`src/rtl/wb_memtest.sv`:
```
`timescale 1ns/1ps
`default_nettype none
// ============================================================================
// Module   : wb_memtest
// Brief    : Wishbone initiator that fills a window with a 32-bit Galois LFSR
//            pattern, reads it back and reports the first mismatch and an
//            error count. Optional watchdog: define WB_MEMTEST_TIMEOUT_EN.
// Revision : 1.0 - initial release
// ============================================================================
module wb_memtest #(
    parameter int CNT_WIDTH = 16,
    parameter int TIMEOUT   = 255
) (
    input  logic                 clk,
    input  logic                 reset_n,
    input  logic                 start,
    input  logic [31:0]          base_adr,
    input  logic [CNT_WIDTH-1:0] words,
    input  logic [31:0]          seed,
    output logic                 busy,
    output logic                 done,
    output logic                 pass,
    output logic                 timeout_err,
    output logic [CNT_WIDTH-1:0] err_cnt,
    output logic [31:0]          err_adr,
    output logic [31:0]          err_exp,
    output logic [31:0]          err_got,
    output logic                 wb_cyc_o,
    output logic                 wb_stb_o,
    output logic                 wb_we_o,
    output logic [31:0]          wb_adr_o,
    output logic [3:0]           wb_sel_o,
    output logic [31:0]          wb_dat_o,
    input  logic [31:0]          wb_dat_i,
    input  logic                 wb_ack_i
);

    typedef enum logic [2:0] {
        S_IDLE = 3'd0,
        S_WR   = 3'd1,
        S_WGAP = 3'd2,
        S_RD   = 3'd3,
        S_RGAP = 3'd4,
        S_FIN  = 3'd5
    } state_t;

    localparam logic [31:0] c_poly = 32'h0040_0007;

    state_t                 r_state;
    state_t                 w_next;
    logic [31:0]            r_base;
    logic [CNT_WIDTH-1:0]   r_words;
    logic [CNT_WIDTH-1:0]   r_idx;
    logic [31:0]            r_seed;
    logic [31:0]            r_lfsr;
    logic [31:0]            r_adr;
    logic                   r_busy;
    logic                   r_done;
    logic                   r_pass;
    logic                   r_tmo_err;
    logic [CNT_WIDTH-1:0]   r_err_cnt;
    logic [31:0]            r_err_adr;
    logic [31:0]            r_err_exp;
    logic [31:0]            r_err_got;
    logic                   w_bus;
    logic                   w_abort;
    logic                   w_last;
    logic [31:0]            w_seed;
    logic [31:0]            w_lfsr_nxt;

    assign w_bus      = (r_state == S_WR) || (r_state == S_RD);
    assign w_last     = (r_idx == r_words);
    assign w_seed     = (seed == 32'd0) ? 32'd1 : seed;
    assign w_lfsr_nxt = {r_lfsr[30:0], 1'b0} ^ (r_lfsr[31] ? c_poly : 32'd0);

`ifdef WB_MEMTEST_TIMEOUT_EN
    logic [15:0] r_wdog;

    always_ff @(posedge clk or negedge reset_n) begin
        if (!reset_n) begin
            r_wdog <= 16'd0;
        end else if (!w_bus || wb_ack_i) begin
            r_wdog <= 16'd0;
        end else begin
            r_wdog <= r_wdog + 16'd1;
        end
    end

    // Abort on the edge that would complete the TIMEOUT-th un-acked strobe cycle.
    assign w_abort = w_bus && !wb_ack_i && (r_wdog == 16'(TIMEOUT - 1));
`else
    assign w_abort = 1'b0;
`endif

    always_ff @(posedge clk or negedge reset_n) begin
        if (!reset_n) begin
            r_state <= S_IDLE;
        end else begin
            r_state <= w_next;
        end
    end

    always_comb begin
        w_next = r_state;
        case (r_state)
            S_IDLE: if (start) w_next = (words == '0) ? S_FIN : S_WR;
            S_WR: begin
                if (wb_ack_i)     w_next = S_WGAP;
                else if (w_abort) w_next = S_FIN;
            end
            S_WGAP: w_next = w_last ? S_RD : S_WR;
            S_RD: begin
                if (wb_ack_i)     w_next = S_RGAP;
                else if (w_abort) w_next = S_FIN;
            end
            S_RGAP: w_next = w_last ? S_FIN : S_RD;
            S_FIN:  w_next = S_IDLE;
            default: w_next = S_IDLE;
        endcase
    end

    always_ff @(posedge clk or negedge reset_n) begin
        if (!reset_n) begin
            r_base    <= 32'd0;
            r_words   <= '0;
            r_idx     <= '0;
            r_seed    <= 32'd0;
            r_lfsr    <= 32'd0;
            r_adr     <= 32'd0;
            r_busy    <= 1'b0;
            r_done    <= 1'b0;
            r_pass    <= 1'b0;
            r_tmo_err <= 1'b0;
            r_err_cnt <= '0;
            r_err_adr <= 32'd0;
            r_err_exp <= 32'd0;
            r_err_got <= 32'd0;
        end else begin
            r_done <= 1'b0;
            case (r_state)
                S_IDLE: begin
                    if (start) begin
                        r_base    <= base_adr & 32'hFFFF_FFFC;
                        r_adr     <= base_adr & 32'hFFFF_FFFC;
                        r_words   <= words;
                        r_seed    <= w_seed;
                        r_lfsr    <= w_seed;
                        r_idx     <= '0;
                        r_err_cnt <= '0;
                        r_pass    <= 1'b0;
                        r_tmo_err <= 1'b0;
                        r_busy    <= 1'b1;
                    end
                end
                S_WR: begin
                    if (wb_ack_i) begin
                        r_lfsr <= w_lfsr_nxt;
                        r_idx  <= r_idx + 1'b1;
                        r_adr  <= r_adr + 32'd4;
                    end else if (w_abort) begin
                        r_tmo_err <= 1'b1;
                    end
                end
                S_WGAP: begin
                    if (w_last) begin
                        r_lfsr <= r_seed;
                        r_idx  <= '0;
                        r_adr  <= r_base;
                    end
                end
                S_RD: begin
                    if (wb_ack_i) begin
                        if (wb_dat_i != r_lfsr) begin
                            // A zero count means this is the run's first mismatch.
                            if (r_err_cnt == '0) begin
                                r_err_adr <= r_adr;
                                r_err_exp <= r_lfsr;
                                r_err_got <= wb_dat_i;
                            end
                            if (r_err_cnt != '1) r_err_cnt <= r_err_cnt + 1'b1;
                        end
                        r_lfsr <= w_lfsr_nxt;
                        r_idx  <= r_idx + 1'b1;
                        r_adr  <= r_adr + 32'd4;
                    end else if (w_abort) begin
                        r_tmo_err <= 1'b1;
                    end
                end
                S_FIN: begin
                    r_done <= 1'b1;
                    r_pass <= (r_err_cnt == '0) && !r_tmo_err;
                    r_busy <= 1'b0;
                end
                default: ;
            endcase
        end
    end

    assign busy        = r_busy;
    assign done        = r_done;
    assign pass        = r_pass;
    assign timeout_err = r_tmo_err;
    assign err_cnt     = r_err_cnt;
    assign err_adr     = r_err_adr;
    assign err_exp     = r_err_exp;
    assign err_got     = r_err_got;
    assign wb_cyc_o    = w_bus;
    assign wb_stb_o    = w_bus;
    assign wb_we_o     = (r_state == S_WR);
    assign wb_adr_o    = r_adr;
    assign wb_sel_o    = w_bus ? 4'hF : 4'h0;
    assign wb_dat_o    = r_lfsr;

endmodule
`default_nettype wire

```
`config.mk`:
```
export PLATFORM = sky130hd
export DESIGN_NAME = wb_memtest
export DESIGN_NICKNAME = d
export VERILOG_FILES = /design/src/rtl/wb_memtest.sv
export SDC_FILE = /design/constraint.sdc
export NUM_CORES = 1
export LEC_CHECK = 0
export CORE_UTILIZATION = 35
export DETAILED_ROUTE_END_ITERATION = 10
export PLACE_DENSITY_LB_ADDON = 0.15
export SETUP_SLACK_MARGIN = 0.05
export SLEW_MARGIN = 0
export SYNTH_ARGS = -nofsm -noshare
export SYNTH_HDL_FRONTEND = slang
export SYNTH_SLANG_ARGS = --single-unit
export TNS_END_PERCENT = 5
```
`constraint.sdc`:
```
create_clock -name clk -period 1.9 [get_ports clk]
set_input_delay 0.38 -clock clk [delete_from_list [all_inputs] [get_ports clk]]
set_output_delay 0.38 -clock clk [all_outputs]
set_load 0.02 [all_outputs]
```
==> flow_summary.toml <==
[outcome]
status = "complete, but fails checks"
violations = "negative setup slack"

[cts]
ctsHtreeMaxLevel = 2
insertion_delay_ns = 0.51
cts.clk_slew.worst_paths_ns = 0.06
cts_tree = "done"
numCtsBuffers = 34
clockBufferDepth = 3
cts.sinks = 272
cts_root_buf = "clkbuf_16"

[cells_and_area]
fillers = 3536
drive_gt1_share_pct = 26.4
fin_util_pct = 52.8
layout.nets = 1952
syn2layout_area_growth_pct = 48.7

[timing]
max_slew_margin_pct = 63.8
period_needed_ns = 2.24
skew_ns = 0.0251
hold_violations = 0
worst_slew_pin_slew_ns = 0.543
rsz0062_at_grt = "true"
fmax_ghz = 0.447
setup_ws_ns = -0.338
slew_viol_final = 0
holdWs_ns = 0.341
post-route-period-util_pct = 118
setup_violations = 188

[pwr]
power.switching_uw = 14200
seqPwrFrac_pct = 29.1
clockPowerShare_pct = 18.5
power.internal_uw = 20600
vdd_drop_max_mv = 0.786
power_frac_comb_pct = 52.3
power_uw = 34800
switching_share_pct = 40.8
powerDensity_nw_per_um2 = 1750
cellLeakagePower_uw = 0.00947

[floorplan]
start_util_pct = 35.5
rows = 71
ios = 303
chipWidth_um = 198
dieArea_um2 = 39000
core_area_um2 = 37700
die_h_um = 198

[logic_synthesis]
synth_edf_count = 0
synth.avg_cell_area_um2 = 9.97
ys_types = 62
ys.flop_type = "dfrtp_1"
synth.ff_latch_count = 272
async_flop_share_pct = 100
synth_area_um2 = 13400
ys_warn_count = 0
seq_area_frac_synth_pct = 50.8
synthCells = 1343

[setup_path]
startpoint_type = "flip-flop"
critPathMaxFanout = 18
path_class = "reg -> reg"
crit_path_end_kind = "flip-flop"
worstPathRequired_ns = 2.29
arrival_ns = 2.63

[job]
drv_cap = 0

[worst_hold_path]
hold_path.class = "in -> async"

[global_route]
grt_max_degree = 83
grt_pass1_wl_mm = 68.8
grt_overflow = 0
grt_pass1_vias = 11745
grt.total_usage_pct = 22.6
antenna_found_initial = 2

[drt]
routedWlPerCell_um = 19.5
ant_nets = 0
remaining_drc_errors = 0
dr_total_vias = 12091
drt_iter0_markers = 845
routed_wirelength_mm = 46.2
first_pass_iters = 5
avgViaCountPerCell = 5.11

[placement]
gp_congestion = 0.839
dp_slack_ns = -0.979
io_buffers = 295
dp_hpwl_mm = 31.4
[metrics by stage]
stage	instances	setup TNS, ns	cell area, µm²
6_report	2368	-44.75	19900
5_1_grt	2367	-63.17	19900
4_1_cts	2354	-39.92	19500
3_5_place_dp	2286	-124.66	18400
3_3_place_gp	2286	-122.48	18400
2_1_floorplan	1347	-23.08	13400
[Yosys cell counts, drive strengths merged (12+ instances only)]
| master | n | area share [%] |
|---|---|---|
| mux2 | 96 | 9.8 |
| clkbuf | 58 | 1.6 |
| nor4 | 29 | 1.7 |
| inv | 15 | 0.42 |
| buf | 38 | 2.4 |
| a21oi | 54 | 2.0 |
| nor3 | 17 | 0.72 |
| nand4 | 22 | 1.0 |
| a221oi | 12 | 0.79 |
| nand2 | 319 | 8.9 |
| a31oi | 17 | 0.79 |
| nor2 | 74 | 2.1 |
| and3 | 17 | 0.79 |
| a222oi | 15 | 1.1 |
| dfrtp | 272 | 51 |
| nand3 | 26 | 0.97 |
| xnor2 | 49 | 3.3 |
| o21ai | 97 | 3.6 |
| a22oi | 33 | 1.9 |
[what timing repair did]
item,4_1_cts,5_1_grt
hold buffers,1,0
endpoints found under the setup margin,439,281
endpoints found under the hold margin,30,0
buffers inserted,7,6
cloned,0,9
gates resized for setup,302,71
pin swaps,37,23
[final timing paths]
| kind | from | endpoint | slack, ns | cells after the start |
|---|---|---|---|---|
| hold / removal | reset_n | err_got[9] | 0.34 | 2 |
| setup / recovery | wb_dat_o[22] | err_exp[4] | -0.34 | 7 |
| max in group asynchronous | reset_n | err_adr[9] | 0.78 | 4 |
| setup reg to reg | wb_dat_o[22] | err_exp[4] | -0.34 | 7 |
| hold reg to reg | r_base[17] | r_base[17] | 0.47 | 2 |
| min in group clk | base_adr[27] | r_base[27] | 0.44 | 3 |
[cells in the final DEF (no fill, tap or decap), types with 23 or more instances in the layout]
cell type and count:
a21oi_1 51, a22oi_1 33, buf_4 213, clkbuf_16 42, clkdlybuf4s50_1 113, dfrtp_1 249
dfrtp_2 23, dlygate4sd2_1 161, mux2_2 36, mux2_4 60, nand2_1 311, nand3_1 25
nor2_1 71, o21ai_1 80, xnor2_1 35
[state kept, by name, indices dropped and copies added, names as in the netlist]
register,cells
r_idx,16
done,1
err_got,32
busy,1
wb_adr_o,30
wb_dat_o,32
r_words,16
pass,1
r_base,30
err_exp,32
r_state,3
err_cnt,16
r_seed,32
err_adr,30
[critical path: stages (launching register included)]
cell       delay (ns)
dfrtp_2          0.43
xnor2_1          0.22
nand4_1          0.18
nor4_4           0.38
a21oi_2          0.12
and3_4           0.27
clkbuf_16        0.22
mux2_4           0.30
[cell families (layout without fill, tap and decap cells)]
logic type / count (synthesis) / in the layout / synth area share [%]
buf+inv: 111 / 619 / 4.50
simple gates: 544 / 545 / 18.6
fa+ha+maj: 4 / 4 / 0.374
compound gates: 258 / 258 / 12.1
mux: 101 / 101 / 10.1
other cells: 1 / 6 / 0.0280
flops: 272 / 272 / 50.8
xor+xnor: 52 / 52 / 3.46
[power groups by stage]
stage / clock (µW) / combinational (µW) / sequential, µW
4_1_cts: 6580 / 17400 / 10100
5_1_grt: 6840 / 19700 / 10400
6_report: 6440 / 18200 / 10100
3_3_place_gp: 0 / 17600 / 10200
3_5_place_dp: 0 / 17800 / 10200
2_1_floorplan: 0 / 7740 / 12100
[per-layer routing]
metal	global-route usage, %	vias to the layer above	wire, µm	part of all wire, %
li1	-	5705	-	-
met1	31.6	5932	21300	46
met2	36.1	398	21200	46
met3	4.35	54	3010	6.5
met4	5.17	2	742	1.6
met5	0	-	12	0.026
[final cells by class]
cell class                 count  area (µm²)  area share (%)
antenna                        1        2.50          0.0126
clock buffer                  54        1050            5.27
clock inverter                 6        61.3           0.308
inverter                      15        58.8           0.295
sequential                   272        6840            34.3
tap                          511         639            3.21
multi-input combinational    965        6290            31.6
timing repair buffer         544        4970            25.0
(Power assumes the default switching activity.)
